`config.mk`:
```
export PLATFORM = sky130hd
export DESIGN_NAME = uart_tx_fifo
export DESIGN_NICKNAME = d
export VERILOG_FILES = /design/src/rtl/uart_pkg.sv /design/src/rtl/uart_baud_gen.sv /design/src/rtl/uart_tx_fifo.sv
export SDC_FILE = /design/constraint.sdc
export NUM_CORES = 1
export LEC_CHECK = 0
export CORE_ASPECT_RATIO = 1.75
export CORE_MARGIN = 8
export CORE_UTILIZATION = 50
export CTS_CLUSTER_DIAMETER = 30
export DETAILED_ROUTE_END_ITERATION = 12
export GPL_TIMING_DRIVEN = 0
export PLACE_DENSITY = 0.66
export SETUP_SLACK_MARGIN = 0.02
export SLEW_MARGIN = 20
export SYNTH_ARGS = -nofsm -noshare
export SYNTH_HDL_FRONTEND = slang
export SYNTH_SLANG_ARGS = --single-unit
```
`constraint.sdc`:
```
create_clock -name clk -period 6.3 [get_ports clk]
set_clock_uncertainty 0.1 [all_clocks]
set_input_delay 0.945 -clock clk [delete_from_list [all_inputs] [get_ports clk]]
set_output_delay 0.945 -clock clk [all_outputs]
set_load 0.005 [all_outputs]
```
`src/rtl/uart_pkg.sv`:
```
// rtl/uart_pkg.sv - shared types, constants and divider helper for the UART transmitter
//
// Purpose : serialiser state encoding, data-bit count, simulation divider and the
//           clocks-per-bit computation used by uart_tx_fifo.
// Ports   : none (package).
package uart_pkg;

  typedef enum logic [1:0] {
    IDLE,
    START,
    DATA,
    STOP
  } uart_tx_state_t;

  localparam int UART_DATA_BITS = 8;
  localparam int UART_SIM_DIV   = 4;

  // Clocks per bit. Simulation builds use a short fixed divider so frames stay cheap.
  function automatic int uart_div(input int clk_hz, input int baud, input int is_simulation);
    if (is_simulation != 0) begin
      return UART_SIM_DIV;
    end
    return clk_hz / baud;
  endfunction

endpackage

```
`src/rtl/uart_baud_gen.sv`:
```
// rtl/uart_baud_gen.sv - bit-period counter producing one tick per DIV clocks
//
// Purpose : counts 0..DIV-1 while enabled; tick is high during the last count.
//           restart forces the count back to 0 so every frame starts phase-aligned.
// Ports   :
//   clk      in  1  system clock, rising edge
//   reset_n  in  1  asynchronous active-low reset
//   en       in  1  count enable (serialiser busy)
//   restart  in  1  clear count to 0 (byte popped into the serialiser)
//   tick     out 1  high while count == DIV-1
module uart_baud_gen #(
  parameter int DIV = 4
) (
  input  logic clk,
  input  logic reset_n,
  input  logic en,
  input  logic restart,
  output logic tick
);

  localparam int CNT_W = (DIV > 1) ? $clog2(DIV) : 1;
  localparam logic [CNT_W-1:0] CNT_LAST = CNT_W'(DIV - 1);

  logic [CNT_W-1:0] baud_cnt;

  assign tick = (baud_cnt == CNT_LAST);

  always_ff @(posedge clk or negedge reset_n) begin
    if (!reset_n) begin
      baud_cnt <= '0;
    end else if (restart) begin
      baud_cnt <= '0;
    end else if (en) begin
      if (tick) begin
        baud_cnt <= '0;
      end else begin
        baud_cnt <= baud_cnt + 1'b1;
      end
    end
  end

endmodule

```
`src/rtl/uart_tx_fifo.sv`:
```
// rtl/uart_tx_fifo.sv - FIFO-buffered 8N1 UART transmitter
//
// Purpose : queues bytes from the upstream capture/dump FSM and serialises them
//           LSB-first as start, 8 data, stop. Back-to-back frames have no idle gap.
// Ports   :
//   clk              in  1  system clock, rising edge
//   reset_n          in  1  asynchronous active-low reset
//   uart_tx_data_we  in  1  write strobe, one byte per high cycle
//   uart_tx_data     in  8  byte to send, sampled with the strobe
//   uart_empty       out 1  FIFO holds no bytes (a frame may still be on the line)
//   uart_full        out 1  FIFO holds FIFO_DEPTH bytes
//   uart_done        out 1  FIFO empty and serialiser idle
//   overflow         out 1  sticky: a write was dropped while full
//   txd              out 1  serial output, idle high
module uart_tx_fifo
  import uart_pkg::*;
#(
  parameter int CLK_HZ        = 50_000_000,
  parameter int BAUD          = 115200,
  parameter int FIFO_DEPTH    = 16,
  parameter int is_simulation = 0
) (
  input  logic       clk,
  input  logic       reset_n,
  input  logic       uart_tx_data_we,
  input  logic [7:0] uart_tx_data,
  output logic       uart_empty,
  output logic       uart_full,
  output logic       uart_done,
  output logic       overflow,
  output logic       txd
);

  localparam int DIV   = uart_div(CLK_HZ, BAUD, is_simulation);
  localparam int PTR_W = $clog2(FIFO_DEPTH);
  localparam logic [PTR_W:0] CNT_FULL = (PTR_W + 1)'(FIFO_DEPTH);
  localparam logic [2:0]     LAST_BIT = 3'(UART_DATA_BITS - 1);

  logic [7:0]       mem [FIFO_DEPTH];
  logic [PTR_W-1:0] wr_ptr;
  logic [PTR_W-1:0] rd_ptr;
  logic [PTR_W:0]   count;
  logic [PTR_W:0]   count_nxt;

  uart_tx_state_t state;
  logic [7:0]     shift;
  logic [2:0]     bit_cnt;

  logic tick;
  logic wr_acc;
  logic pop;
  logic idle_nxt;

  // The registered full flag gates writes, so a pop in the same cycle cannot
  // make room for a byte arriving while full.
  assign wr_acc = uart_tx_data_we && !uart_full;

  always_comb begin
    pop      = 1'b0;
    idle_nxt = 1'b0;
    case (state)
      IDLE: begin
        pop      = !uart_empty;
        idle_nxt = uart_empty;
      end
      STOP: begin
        pop      = tick && !uart_empty;
        idle_nxt = tick && uart_empty;
      end
      default: begin
        pop      = 1'b0;
        idle_nxt = 1'b0;
      end
    endcase
  end

  always_comb begin
    count_nxt = count;
    if (wr_acc && !pop) begin
      count_nxt = count + 1'b1;
    end else if (!wr_acc && pop) begin
      count_nxt = count - 1'b1;
    end
  end

  uart_baud_gen #(
    .DIV(DIV)
  ) u_baud_gen (
    .clk    (clk),
    .reset_n(reset_n),
    .en     (state != IDLE),
    .restart(pop),
    .tick   (tick)
  );

  // Storage is not reset: contents are only read behind a non-zero count.
  always_ff @(posedge clk) begin
    if (wr_acc) begin
      mem[wr_ptr] <= uart_tx_data;
    end
  end

  // Pointers wrap naturally because FIFO_DEPTH is a power of two.
  always_ff @(posedge clk or negedge reset_n) begin
    if (!reset_n) begin
      wr_ptr     <= '0;
      rd_ptr     <= '0;
      count      <= '0;
      uart_empty <= 1'b1;
      uart_full  <= 1'b0;
      uart_done  <= 1'b1;
      overflow   <= 1'b0;
    end else begin
      if (wr_acc) begin
        wr_ptr <= wr_ptr + 1'b1;
      end
      if (pop) begin
        rd_ptr <= rd_ptr + 1'b1;
      end
      if (uart_tx_data_we && uart_full) begin
        overflow <= 1'b1;
      end
      count      <= count_nxt;
      uart_empty <= (count_nxt == '0);
      uart_full  <= (count_nxt == CNT_FULL);
      uart_done  <= idle_nxt && (count_nxt == '0);
    end
  end

  always_ff @(posedge clk or negedge reset_n) begin
    if (!reset_n) begin
      state   <= IDLE;
      shift   <= '0;
      bit_cnt <= '0;
      txd     <= 1'b1;
    end else begin
      case (state)
        IDLE: begin
          if (pop) begin
            shift <= mem[rd_ptr];
            txd   <= 1'b0;
            state <= START;
          end
        end
        START: begin
          if (tick) begin
            txd     <= shift[0];
            shift   <= shift >> 1;
            bit_cnt <= '0;
            state   <= DATA;
          end
        end
        DATA: begin
          if (tick) begin
            if (bit_cnt == LAST_BIT) begin
              txd   <= 1'b1;
              state <= STOP;
            end else begin
              txd     <= shift[0];
              shift   <= shift >> 1;
              bit_cnt <= bit_cnt + 1'b1;
            end
          end
        end
        STOP: begin
          if (tick) begin
            if (pop) begin
              shift <= mem[rd_ptr];
              txd   <= 1'b0;
              state <= START;
            end else begin
              state <= IDLE;
            end
          end
        end
        default: begin
          state <= IDLE;
          txd   <= 1'b1;
        end
      endcase
    end
  end

endmodule
```
==> results of run 1 <==
-- state kept, by name, summed over array words and instances, names as in the netlist, 2 cells and up --
name / cells
state: 2
wr_ptr: 4
bit_cnt: 3
count: 5
u_baud_gen.baud_cnt: 9
rd_ptr: 4
shift: 8
mem: 128
-- worst paths after layout --
path                       slack (ns)                   end  depth (start not counted)
setup / recovery                 3.34   mem[4][5]$_DFFE_PP_                          6
hold / removal                   0.28  overflow$_DFFE_PN0P_                          1
setup reg to reg                 3.62   uart_done$_DFF_PN1_                         10
hold reg to reg                  0.37  overflow$_DFFE_PN0P_                          1
max in group asynchronous        5.30       txd$_DFFE_PN1P_                          2
min in group clk                 0.37  overflow$_DFFE_PN0P_                          1
-- critical path, stage by stage --
cell and delay, ns:
clkdlybuf4s50_1 0.49, nor2b_1 0.25, clkbuf_1 0.44, nand2_1 0.10, nor2_1 0.18, and2_1 0.49
-- area by class of cell --
type	count	area share
clock buffers	17	0.0517
flip-flops and latches	168	0.589
well taps	180	0.0274
plain buffers	16	0.0175
clock inverters	15	0.0186
repair buffers	16	0.0201
multi-input cells	221	0.271
inverters	10	0.00456
-- power by group through the flow --
stage	Combinational (mW)	Sequential, mW	Clock [mW]
floorplan	0.968	1.48	0
global placement	1.25	1.50	0
detailed placement	1.28	1.51	0
CTS	1.29	1.49	1.01
global route	1.38	1.51	1.06
finish	1.26	1.49	1.00
-- through the flow --
stage / utilization / instances / hold WS [ns] / area [um^2]
after floorplan: - / 415 / 0.338 / 7260
after global placement: 0.534 / 610 / 0.339 / 7630
after detailed placement: 0.535 / 611 / 0.347 / 7650
after CTS: 0.575 / 643 / 0.276 / 8230
after global routing: 0.575 / 643 / 0.283 / 8230
final: 0.575 / 643 / 0.284 / 8230
-- cells in the mapped netlist (5+ instances only) --
cell type,instances
mux4_2,22
mux2i_1,9
xnor2_1,7
nand2_1,32
inv_1,10
nand4_1,5
edfxtp_1,128
nor2_1,16
and2_1,16
buf_4,7
dfrtp_1,37
o21ai_0,13
ha_1,16
o21ai_1,8
mux4_1,18
and3_1,5
nor2b_1,5
-- cells by family (layout without fill, tap and decap cells) --
group	after synthesis	after routing
compound gates	46	46
xor+xnor	9	9
fa+ha+maj	16	16
buf+inv	26	74
flops	168	168
mux	51	51
simple gates	99	99
-- routing by layer --
| layer | track usage | vias to the layer above | wire length, um |
|---|---|---|---|
| met5 | 0 | - | 0 |
| met4 | 0.0720 | 0 | 395 |
| met3 | 0.0327 | 29 | 326 |
| met2 | 0.289 | 58 | 7850 |
| met1 | 0.163 | 1924 | 5180 |
| li1 | - | 1717 | - |
==> results.sh, run 1 <==
export IMPL_post_cts_resized=0
export IMPL_p_total_mw=3.75
export IMPL_cts_buffer_depth=2
export IMPL_synth_area_um2=7260
export IMPL_power_leakage_nw=2.98
export IMPL_clk_pin_slew_ns=0.07
export IMPL_critical_path_required_ns=6.25
export IMPL_tns_ns=0
export IMPL_synth_area_top_cells="edfxtp_1 (53%), dfrtp_1 (13%), mux4_2 (6.8%)"
export IMPL_endpoint_kind="flip-flop"
export IMPL_crit_type="primary input to flip-flop"
export IMPL_synth_nets=442
export IMPL_multi_input_area_um2=2230
export IMPL_final_common_cell="edfxtp_1"
export IMPL_gp_congestion=0.813
export IMPL_ctsHoldBuffers=0
export IMPL_die_w_um=107
export IMPL_gr_total_overflow=0
export IMPL_synth_flop_cell="edfxtp_1"
export IMPL_async_reset_ff_frac=0.238
export IMPL_switchingPower_mw=1.24
export IMPL_synth_edff_count=128
export IMPL_power_per_cell_area_nw_per_um2=456
export IMPL_nNetsFinal=477
export IMPL_worstReg2RegStart="state[0]$_DFFE_PN0P_"
export IMPL_ys_ff_latch=168
export IMPL_synthMuxAreaShare=0.149
export IMPL_synth_top_family_by_area="multiplexers"
export IMPL_cap_violations=0
export IMPL_post_dp_hpwl_mm=9.81
export IMPL_drive_above_1_share=0.179
export IMPL_startpoint="uart_tx_data_we"
export IMPL_finalWorstSetupSlack_ns=3.34
export IMPL_grt_max_degree=33
export IMPL_status="complete, no violations"
export IMPL_synth_largest_area_cell="edfxtp_1"
export IMPL_power_frac_clock=0.266
export IMPL_swShare=0.329
export IMPL_hold_viol=0
export IMPL_nFillCells=1078
export IMPL_synth_seq_area_share=0.668
export IMPL_clkLatencyLatePin_ns=0.42
export IMPL_min_path_type="primary input to asynchronous set/reset pin"
export IMPL_drt_wl_total_mm=13.7
export IMPL_synth_cells=415
export IMPL_dieArea_um2=18800
export IMPL_post_drt_wl_per_cell_um=21.4
export IMPL_yosysWarnings=0
export IMPL_syn_to_final_growth_pct=13.3
export IMPL_final_cell_mix="edfxtp_1 (128), dfrtp_1 (37), nand2_1 (32)"
export IMPL_yosysTopAreaCellShare=0.530
export IMPL_dr_first_iter_drc_count=177
export IMPL_tightest_slew_ns=0.815
export IMPL_core_um2=14300
export IMPL_num_antenna_cells=0
export IMPL_arrival_ns=2.92
export IMPL_pre_cts_ws_ns=2.92
export IMPL_ant_nets=0
export IMPL_period_share=0.470
export IMPL_port_buffers=15
export IMPL_rsz0062_at_grt="false"
export IMPL_num_vias=3728
export IMPL_fin_crit_ns=2.96
export IMPL_cts_sinks=168
export IMPL_worstPathMaxFanout=10
export IMPL_synthAdderAreaFrac=0.0276
export IMPL_h_tree_depth=4
export IMPL_postCtsSetupBuffers=0
export IMPL_seqCellArea_um2=4850
export IMPL_setup_violations_final=0
export IMPL_p_seq_frac=0.398
export IMPL_grt_pass1_vias=4028
export IMPL_avgSynthCellArea_um2=17.5
export IMPL_grt_pass1_wl_mm=22.0
export IMPL_cp_start_kind="primary input"
export IMPL_cts_root_buf="clkbuf_16"
export IMPL_p_int_mw=2.52
export IMPL_synth_xor_area_share=0.0129
export IMPL_dr_pass1_iters=4
export IMPL_grt_use_total=0.157
export IMPL_numCtsBuffers=17
export IMPL_std_cell_rows=58
export IMPL_start_util=0.508
export IMPL_max_freq_mhz=338
export IMPL_antenna_found_initial=0
export IMPL_ir_drop_uv=236
export IMPL_combPwrFrac=0.336
export IMPL_drc=0
export IMPL_fp_dieH_um=175
export IMPL_viasPerCell=5.80
export IMPL_ys_types=54
export IMPL_synth_compound_area_frac=0.0453
export IMPL_slew_violations=0
export IMPL_cts_tree="yes"
export IMPL_yosys_area_share_simple=0.0722
export IMPL_pin_count=16
export IMPL_slew_headroom=0.452
No activity file was read; power rests on OpenSTA's default activity.
==> run 2, diff against run 1 <==
PLACE_DENSITY = 0.69   (was 0.66)
clock period = 2.5 ns   (was 6.3 ns; I/O delays follow)
==> run 2 against run 1 <==
Effect of this change:
- register-to-register slack worse by 3.5 ns
- final cell count is 2.6% higher
- core utilization is 1.6 points higher
- total power grew to 2.6 times the previous value
- clock-buffer cell count is 1 higher
- critical path type is now flip-flop to flip-flop
- critical endpoint is now uart_done$_DFF_PN1_
==> results.sh, run 2 (synthesized netlist as in run 1, its figures left out) <==
export IMPL_status="complete, no violations"
export IMPL_switchingPower_mw=3.22
export IMPL_numCtsBuffers=17
export IMPL_crit_chain="inv_4, ha_4, buf_6, nor3b_4, a41o_1, buf_6, buf_6, mux2i_4, xnor2_2, o211ai_1, nor4_2"
export IMPL_setup_violations_final=0
export IMPL_final_cell_mix="edfxtp_1 (128), dfrtp_1 (36), nand2_1 (32)"
export IMPL_arrival_ns=2.61
export IMPL_worstPathMaxFanout=6
export IMPL_viasPerCell=5.84
export IMPL_clkLatencyLatePin_ns=0.42
export IMPL_largest_register="mem"
export IMPL_tns_ns=0
export IMPL_grt_pass1_wl_mm=22.2
export IMPL_cts_root_buf="clkbuf_16"
export IMPL_critical_path_required_ns=2.73
export IMPL_power_leakage_nw=3.08
export IMPL_slew_violations=0
export IMPL_combPwrFrac=0.365
export IMPL_ant_nets=0
export IMPL_path_common_cell="buf_6"
export IMPL_swShare=0.324
export IMPL_crit_type="flip-flop to flip-flop"
export IMPL_critPathTopFamily="simple AND/OR/NAND/NOR gates"
export IMPL_postPlaceCellArea_um2=7660
export IMPL_p_int_mw=6.70
export IMPL_fin_crit_ns=2.38
export IMPL_syn_to_final_growth_pct=16.4
export IMPL_final_cell_area_um2=8450
export IMPL_fp_dieH_um=175
export IMPL_largest_reg_flops=128
export IMPL_rsz0062_at_grt="true"
export IMPL_cts_buffer_depth=2
export IMPL_start_util=0.508
export IMPL_std_cell_rows=58
export IMPL_post_dp_hpwl_mm=10.0
export IMPL_die_w_um=107
export IMPL_num_antenna_cells=0
export IMPL_cap_violations=0
export IMPL_final_core_util=0.591
export IMPL_post_drt_wl_per_cell_um=21.4
export IMPL_period_share=0.950
export IMPL_multi_input_area_um2=2310
export IMPL_port_buffers=15
export IMPL_dr_pass1_iters=5
export IMPL_core_um2=14300
export IMPL_path_buf_inv=4
export IMPL_max_freq_mhz=421
export IMPL_nFillCells=1027
export IMPL_timing_critical_path_slowest_cell_delay_ns=0.45
export IMPL_nNetsFinal=494
export IMPL_finalWorstSetupSlack_ns=0.124
export IMPL_seqCellArea_um2=4850
export IMPL_clk_pin_slew_ns=0.07
export IMPL_holdWs_ns=0.356
export IMPL_min_path_type="flip-flop to flip-flop"
export IMPL_power_per_cell_area_nw_per_um2=1170
export IMPL_antenna_found_initial=0
export IMPL_pre_cts_ws_ns=-0.273
export IMPL_cts_sinks=168
export IMPL_endpoint_kind="flip-flop"
export IMPL_num_vias=3855
export IMPL_drive_above_1_share=0.227
export IMPL_tightest_slew_ns=0.627
export IMPL_hold_viol=0
export IMPL_gp_congestion=0.796
export IMPL_p_seq_frac=0.380
export IMPL_power_frac_clock=0.255
export IMPL_gr_total_overflow=0
export IMPL_slew_headroom=0.577
export IMPL_top_regs="mem (128), u_baud_gen.baud_cnt (9), shift (8)"
export IMPL_final_common_cell="edfxtp_1"
export IMPL_ir_drop_uv=498
export IMPL_grt_max_degree=25
export IMPL_cp_start_kind="flip-flop"
export IMPL_cpMaxStageDelayCell="dfrtp_2"
export IMPL_dieArea_um2=18800
export IMPL_drc=0
export IMPL_grt_use_total=0.158
export IMPL_grt_pass1_vias=4060
export IMPL_h_tree_depth=4
export IMPL_pin_count=16
export IMPL_drt_wl_total_mm=14.1
export IMPL_cts_tree="yes"
export IMPL_dr_first_iter_drc_count=181
==> run 2: cell count changes in the layout (fill, tap and decap cells not counted), sizes merged <==
cell / delta
buf: +16
bufinv: +1
clkbuf: +1
dlygate4sd3: +1
inv: -2
==> run 2: worst paths after layout <==
path                                       from                     to  slack (ns)  depth (start not counted)
max                        state[1]$_DFFE_PN0P_    uart_done$_DFF_PN1_        0.12                         11
min                        overflow$_DFFE_PN0P_   overflow$_DFFE_PN0P_        0.36                          1
max reg2reg                state[1]$_DFFE_PN0P_    uart_done$_DFF_PN1_        0.12                         11
min reg2reg                overflow$_DFFE_PN0P_   overflow$_DFFE_PN0P_        0.36                          1
max in group asynchronous               reset_n   uart_empty$_DFF_PN1_        1.29                          3
min in group asynchronous               reset_n  wr_ptr[0]$_DFFE_PN0P_        0.42                          2
==> run 2: routing by layer <==
layer  part of all wire  GRT usage
met3              0.025     0.0250
met5                  0          0
met2               0.60      0.307
met1               0.35      0.156
met4              0.022     0.0690
==> run 2: power groups by stage <==
stage          Clock (mW)  Combinational, mW  Sequential [mW]
3_3_place_gp            0               3.12             3.78
4_1_cts              2.56               3.31             3.76
5_1_grt              2.68               3.95             3.82
3_5_place_dp            0               3.24             3.81
2_1_floorplan           0               2.44             3.73
6_report             2.53               3.62             3.77
==> run 2: layout make-up <==
cell class                      instances  area share
Sequential cell                       168       0.574
Timing Repair Buffer                   33      0.0363
Tap cell                              180      0.0267
Buffer                                 16      0.0181
Clock buffer                           18      0.0508
Inverter                               10     0.00474
Multi-Input combinational cell        221       0.273
Clock inverter                         14      0.0166
==> run 2: repair_timing <==
item | in CTS | in global routing
endpoints found under the hold margin | 22 | 0
gates resized for setup | 6 | 15
buffers inserted | 0 | 16
hold buffers | 1 | 0
setup endpoints to repair | 3 | 36
pin swaps | 1 | 5
==> run 2: through the flow <==
step / instances / power (mW)
final: 660 / 9.92
after detailed placement: 611 / 7.05
after floorplan: 415 / 6.17
after CTS: 644 / 9.64
after global placement: 610 / 6.89
after global routing: 660 / 10.5
